[src/rtl/bresenham_line_engine.sv]
// Bresenham line rasterizer: latches one endpoint pair per draw_en pulse and
// streams one pixel per valid/ready handshake, then pulses draw_done.
module bresenham_line_engine #(
  parameter int unsigned COORD_W = 8
) (
  input  logic               clk,
  input  logic               n_rst,
  input  logic               draw_en,
  input  logic [COORD_W-1:0] x0,
  input  logic [COORD_W-1:0] y0,
  input  logic [COORD_W-1:0] x1,
  input  logic [COORD_W-1:0] y1,
  input  logic               pixel_ready,
  output logic               pixel_valid,
  output logic [COORD_W-1:0] pixel_x,
  output logic [COORD_W-1:0] pixel_y,
  output logic               busy,
  output logic               draw_done
);

  localparam int unsigned ERR_W = COORD_W + 2;
  localparam int unsigned E2_W  = COORD_W + 3;

  typedef enum logic [1:0] {
    IDLE = 2'd0,
    PLOT = 2'd1,
    DONE = 2'd2
  } state_t;

  state_t state;
  state_t state_next;

  logic [COORD_W-1:0]      end_x;
  logic [COORD_W-1:0]      end_y;
  logic signed [ERR_W-1:0] dx;
  logic signed [ERR_W-1:0] dy;
  logic signed [ERR_W-1:0] err;
  logic                    sx_pos;
  logic                    sy_pos;

  logic                    accept;
  logic                    at_end;
  logic signed [E2_W-1:0]  e2;
  logic                    step_x;
  logic                    step_y;
  logic signed [ERR_W-1:0] err_step;

  logic [COORD_W-1:0]      adx;
  logic [COORD_W-1:0]      ady;
  logic signed [ERR_W-1:0] dx_init;
  logic signed [ERR_W-1:0] dy_init;

  logic                    valid_next;
  logic                    busy_next;
  logic                    done_next;

  // Command setup: absolute deltas, dy carried as a negative quantity
  always_comb begin
    adx     = (x1 >= x0) ? (x1 - x0) : (x0 - x1);
    ady     = (y1 >= y0) ? (y1 - y0) : (y0 - y1);
    dx_init = $signed({2'b00, adx});
    dy_init = -$signed({2'b00, ady});
  end

  // Stepping decisions, both taken against the pre-step error
  always_comb begin
    accept   = (state == PLOT) && pixel_ready;
    at_end   = (pixel_x == end_x) && (pixel_y == end_y);
    e2       = $signed({err, 1'b0});
    step_x   = e2 >= $signed({dy[ERR_W-1], dy});
    step_y   = e2 <= $signed({dx[ERR_W-1], dx});
    err_step = err;
    if (step_x) err_step = err_step + dy;
    if (step_y) err_step = err_step + dx;
  end

  // State register plus registered control outputs
  always_ff @(posedge clk) begin
    if (n_rst) begin
      state       <= IDLE;
      pixel_valid <= 1'b0;
      busy        <= 1'b0;
      draw_done   <= 1'b0;
    end else begin
      state       <= state_next;
      pixel_valid <= valid_next;
      busy        <= busy_next;
      draw_done   <= done_next;
    end
  end

  // Next-state logic
  always_comb begin
    state_next = state;
    case (state)
      IDLE:    if (draw_en) state_next = PLOT;
      PLOT:    if (accept && at_end) state_next = DONE;
      DONE:    state_next = IDLE;
      default: state_next = IDLE;
    endcase
  end

  // Output decode, looked ahead by one state so the outputs can be registered
  always_comb begin
    valid_next = 1'b0;
    busy_next  = 1'b0;
    done_next  = 1'b0;
    case (state_next)
      PLOT: begin
        valid_next = 1'b1;
        busy_next  = 1'b1;
      end
      DONE: begin
        busy_next = 1'b1;
        done_next = 1'b1;
      end
      default: ;
    endcase
  end

  // Line datapath: latch on command, step on accepted non-final pixel
  always_ff @(posedge clk) begin
    if (n_rst) begin
      pixel_x <= '0;
      pixel_y <= '0;
      end_x   <= '0;
      end_y   <= '0;
      dx      <= '0;
      dy      <= '0;
      err     <= '0;
      sx_pos  <= 1'b0;
      sy_pos  <= 1'b0;
    end else if ((state == IDLE) && draw_en) begin
      pixel_x <= x0;
      pixel_y <= y0;
      end_x   <= x1;
      end_y   <= y1;
      dx      <= dx_init;
      dy      <= dy_init;
      err     <= dx_init + dy_init;
      sx_pos  <= x0 < x1;
      sy_pos  <= y0 < y1;
    end else if (accept && !at_end) begin
      err <= err_step;
      if (step_x) pixel_x <= sx_pos ? (pixel_x + COORD_W'(1)) : (pixel_x - COORD_W'(1));
      if (step_y) pixel_y <= sy_pos ? (pixel_y + COORD_W'(1)) : (pixel_y - COORD_W'(1));
    end
  end

endmodule

[config.mk]
export PLATFORM = sky130hd
export DESIGN_NAME = bresenham_line_engine
export DESIGN_NICKNAME = d
export VERILOG_FILES = /design/src/rtl/bresenham_line_engine.sv
export SDC_FILE = /design/constraint.sdc
export NUM_CORES = 1
export LEC_CHECK = 0
export CAP_MARGIN = 20
export CORE_MARGIN = 3
export CORE_UTILIZATION = 40
export CTS_CLUSTER_SIZE = 28
export DETAILED_ROUTE_END_ITERATION = 8
export GPL_TIMING_DRIVEN = 0
export SLEW_MARGIN = 20
export SYNTH_ARGS = -nofsm -noshare
export SYNTH_HDL_FRONTEND = slang
export SYNTH_SLANG_ARGS = --single-unit
[constraint.sdc]
create_clock -name clk -period 4.5 [get_ports clk]
set_clock_uncertainty 0.05 [all_clocks]
set_input_delay 0.45 -clock clk [delete_from_list [all_inputs] [get_ports clk]]
set_output_delay 0.45 -clock clk [all_outputs]
set_load 0.01 [all_outputs]
==> impl_metrics.env <==
export IMPL_synth_area_leaders="dfxtp_1, ha_1, a21oi_1"
export IMPL_cp_endpoint="err[9]"
export IMPL_htreeDepth=3
export IMPL_hold_viol_final=0
export IMPL_fin_ws_ps=98.38
export IMPL_dieArea_mm2=0.01728
export IMPL_synthArstFlopShare_pct=0
export IMPL_switching_share_pct=41.24
export IMPL_slew_violations=0
export IMPL_placed_area_mm2=0.007091
export IMPL_status="finished clean"
export IMPL_routed_wirelength_um=18200
export IMPL_gp_congestion=0.8665
export IMPL_crit_path_max_fanout=4
export IMPL_ys_flop_type="dfxtp_1"
export IMPL_first_global_vias=5649
export IMPL_cts_sinks=67
export IMPL_hold_path_class="in2reg"
export IMPL_leakagePower_nw=3.448
export IMPL_grt_pass1_wl_um=28970
export IMPL_synth_seq_cells=67
export IMPL_fin_util_pct=51.77
export IMPL_postRouteAntennaNets=0
export IMPL_cap_violations=0
export IMPL_ys_warnings_count=0
export IMPL_timing_rr_end="err[8]"
export IMPL_final_common_cell="ha_1"
export IMPL_arrival_ps=4610
export IMPL_drc_errors=0
export IMPL_synth_area_leader_cell="dfxtp_1"
export IMPL_pwr_share_seq_pct=21.8
export IMPL_clock_path_buffers=2
export IMPL_ir_drop_v=0.0002538
export IMPL_cts_root_buf="clkbuf_16"
export IMPL_cts_buffers=9
export IMPL_p_switching_mw=1.476
export IMPL_core_area_mm2=0.01531
export IMPL_die_w_um=131.5
export IMPL_cts_tree="built"
export IMPL_whs_ps=391.9
export IMPL_critPathLaunchType="input pin"
export IMPL_clkTransAtPathRegs_ps=60
export IMPL_area_growth_pct=25.93
export IMPL_critPathRequiredTime_ps=4710
export IMPL_final_area_mm2=0.007929
export IMPL_n_fill_cell=1484
export IMPL_netlist_area_leader_share_pct=21.30
export IMPL_synth_area_per_cell_um2=8.124
export IMPL_grt_ovfl_total=0
export IMPL_p_comb_share_pct=58.5
export IMPL_rsz0062_at_grt="true"
export IMPL_ys_seq_area_share_pct=21.30
export IMPL_clock_latency_ps=330
export IMPL_worstMarginPinSlew_ps=941.9
export IMPL_track_usage_pct=20.58
export IMPL_synth_net_count=909
export IMPL_die_h_um=131.5
export IMPL_end_kind="register"
export IMPL_fin_crit_ps=4402
export IMPL_wl_per_cell_um=16.90
export IMPL_synth_edf_count=0
export IMPL_dp_slack_ps=-859.3
export IMPL_timing_setup_tns_ps=0
export IMPL_dpl_hpwl_um=13950
export IMPL_period_share_pct=97.81
export IMPL_crit_path_start="y0[1]"
export IMPL_reg2regPathDepth=19
export IMPL_io_buffers=53
export IMPL_antenna_cells=0
export IMPL_layout_common_cells="ha_1, a21oi_1, inv_1"
export IMPL_p_int_mw=2.104
export IMPL_drive_gt1_share_pct=13.74
export IMPL_ys_types=66
export IMPL_worstSetupPathType="in2reg"
export IMPL_io_pins=55
export IMPL_relSlewSlack_pct=36.41
export IMPL_worstHoldStart="y1[0]"
export IMPL_nets=995
export IMPL_netlist_area_mm2=0.006296
export IMPL_drt_pass1_iterations=5
export IMPL_syn_instance_count=775
export IMPL_powerDensity_mw_per_mm2=451.5
export IMPL_grt_start_max_net_pins=12
export IMPL_power_frac_clock_pct=19.7
export IMPL_via_per_inst=5.318
export IMPL_first_iter_violations=343
export IMPL_setup_viol_count_final=0
export IMPL_clock_fmax_ghz=0.2272
export IMPL_r2r_start="err[3]"
export IMPL_via_count=5728
export IMPL_r2r_slack_ps=230
export IMPL_start_util_pct=41.11
export IMPL_antenna_found_initial=0
export IMPL_rows=45
==> how the worst min path moves through the flow <==
| stage | to | slack (ps) | depth (start not counted) |
|---|---|---|---|
| floorplan | end_x[0] | 400 | 2 |
| global placement | end_y[6] | 400 | 2 |
| detailed placement | end_y[3] | 410 | 2 |
| CTS | end_y[3] | 420 | 2 |
| global route | end_y[0] | 410 | 3 |
| finish | end_y[0] | 390 | 3 |
==> logic make-up after synthesis <==
family,Yosys count,synth area share [%]
AO/OA/AOI/OAI,220,23.33
XOR/XNOR,62,9.221
adder cells (fa/ha/maj),98,20.55
buffers and inverters,108,6.816
flip-flops,67,21.30
multiplexers,29,4.769
AND/OR/NAND/NOR,191,14.01
==> Yosys cell counts (4+ instances only) <==
cell and instances:
ha_1 89, a21oi_1 82, inv_1 77, nand2_1 68, nor2_1 68, dfxtp_1 67, xnor2_1 43, mux2i_1 23
o21ai_0 23, a211oi_1 19, a21o_1 16, clkbuf_1 15, xor2_1 14, nand4_1 10, a31oi_1 9, fa_1 9
o21bai_1 9, buf_1 8, nand3_1 8, a2111oi_0 7, nor3_1 7, o21a_1 7, o221a_2 7, nor2b_1 6
mux2_2 5, nand2b_1 5, a221oi_1 4, buf_2 4, nand3b_1 4, o22ai_1 4, xnor2_2 4
==> layout make-up <==
| type | instances | area [um^2] | share of cell area, % |
|---|---|---|---|
| inverter | 77 | 289.0 | 3.645 |
| timing repair buffer | 77 | 735.7 | 9.279 |
| tap | 211 | 264.0 | 3.330 |
| clock buffer | 11 | 242.7 | 3.061 |
| buffer | 29 | 141.4 | 1.783 |
| sequential | 67 | 1348 | 17.00 |
| multi-input combinational | 600 | 4856 | 61.24 |
| clock inverter | 5 | 52.55 | 0.6628 |
==> metal layers <==
metal | track usage [%] | vias up | share of wire, %
li1 | - | 2913 | -
met1 | 27.10 | 2675 | 47
met2 | 35.19 | 111 | 48
met3 | 2.450 | 29 | 2.6
met4 | 6.534 | 0 | 2.4
met5 | 0 | - | 0
==> per-stage QoR <==
| stage | total power [mW] | std cells |
|---|---|---|
| floorplan | 2.130 | 775 |
| global placement | 2.576 | 1039 |
| CTS | 3.468 | 1071 |
| detailed placement | 2.586 | 1039 |
| finish | 3.580 | 1077 |
| global route | 3.826 | 1077 |
==> worst max-delay path: stages <==
cell             delay (ps)
clkdlybuf4s50_1         540
inv_1                   120
ha_1                    350
nand4_1                 170
a31oi_4                 110
a211oi_4                210
buf_6                   180
mux2i_4                 280
xnor2_4                 150
xnor2_2                 330
ha_4                    280
o21ai_0                 140
nor2_1                   90
o31a_1                  320
o21ai_1                 140
nand2b_1                120
a21oi_2                 180
a31oi_1                  60
a211o_1                 270
a21oi_1                 120
==> sequential cells by signal (all words and copies together), names as in the netlist, 2 cells and up <==
register,flops
dx,8
dy,10
pixel_y,8
state,2
end_x,8
pixel_x,8
end_y,8
err,10
==> power by group through the flow <==
stage	Clock (mW)	Sequential, mW	Combinational [mW]
after CTS	0.712	0.779	1.98
final	0.705	0.782	2.09
after detailed placement	0	0.788	1.80
after global placement	0	0.789	1.79
after global routing	0.732	0.791	2.30
after floorplan	0	0.756	1.37
==> what timing repair did <==
item	CTS	global route
pin swaps	19	24
resized for setup	43	42
endpoints found under the setup margin	5	5
endpoints found under the hold margin	0	0
hold buffers	0	0
setup buffers	16	8
(Power assumes the default switching activity.)
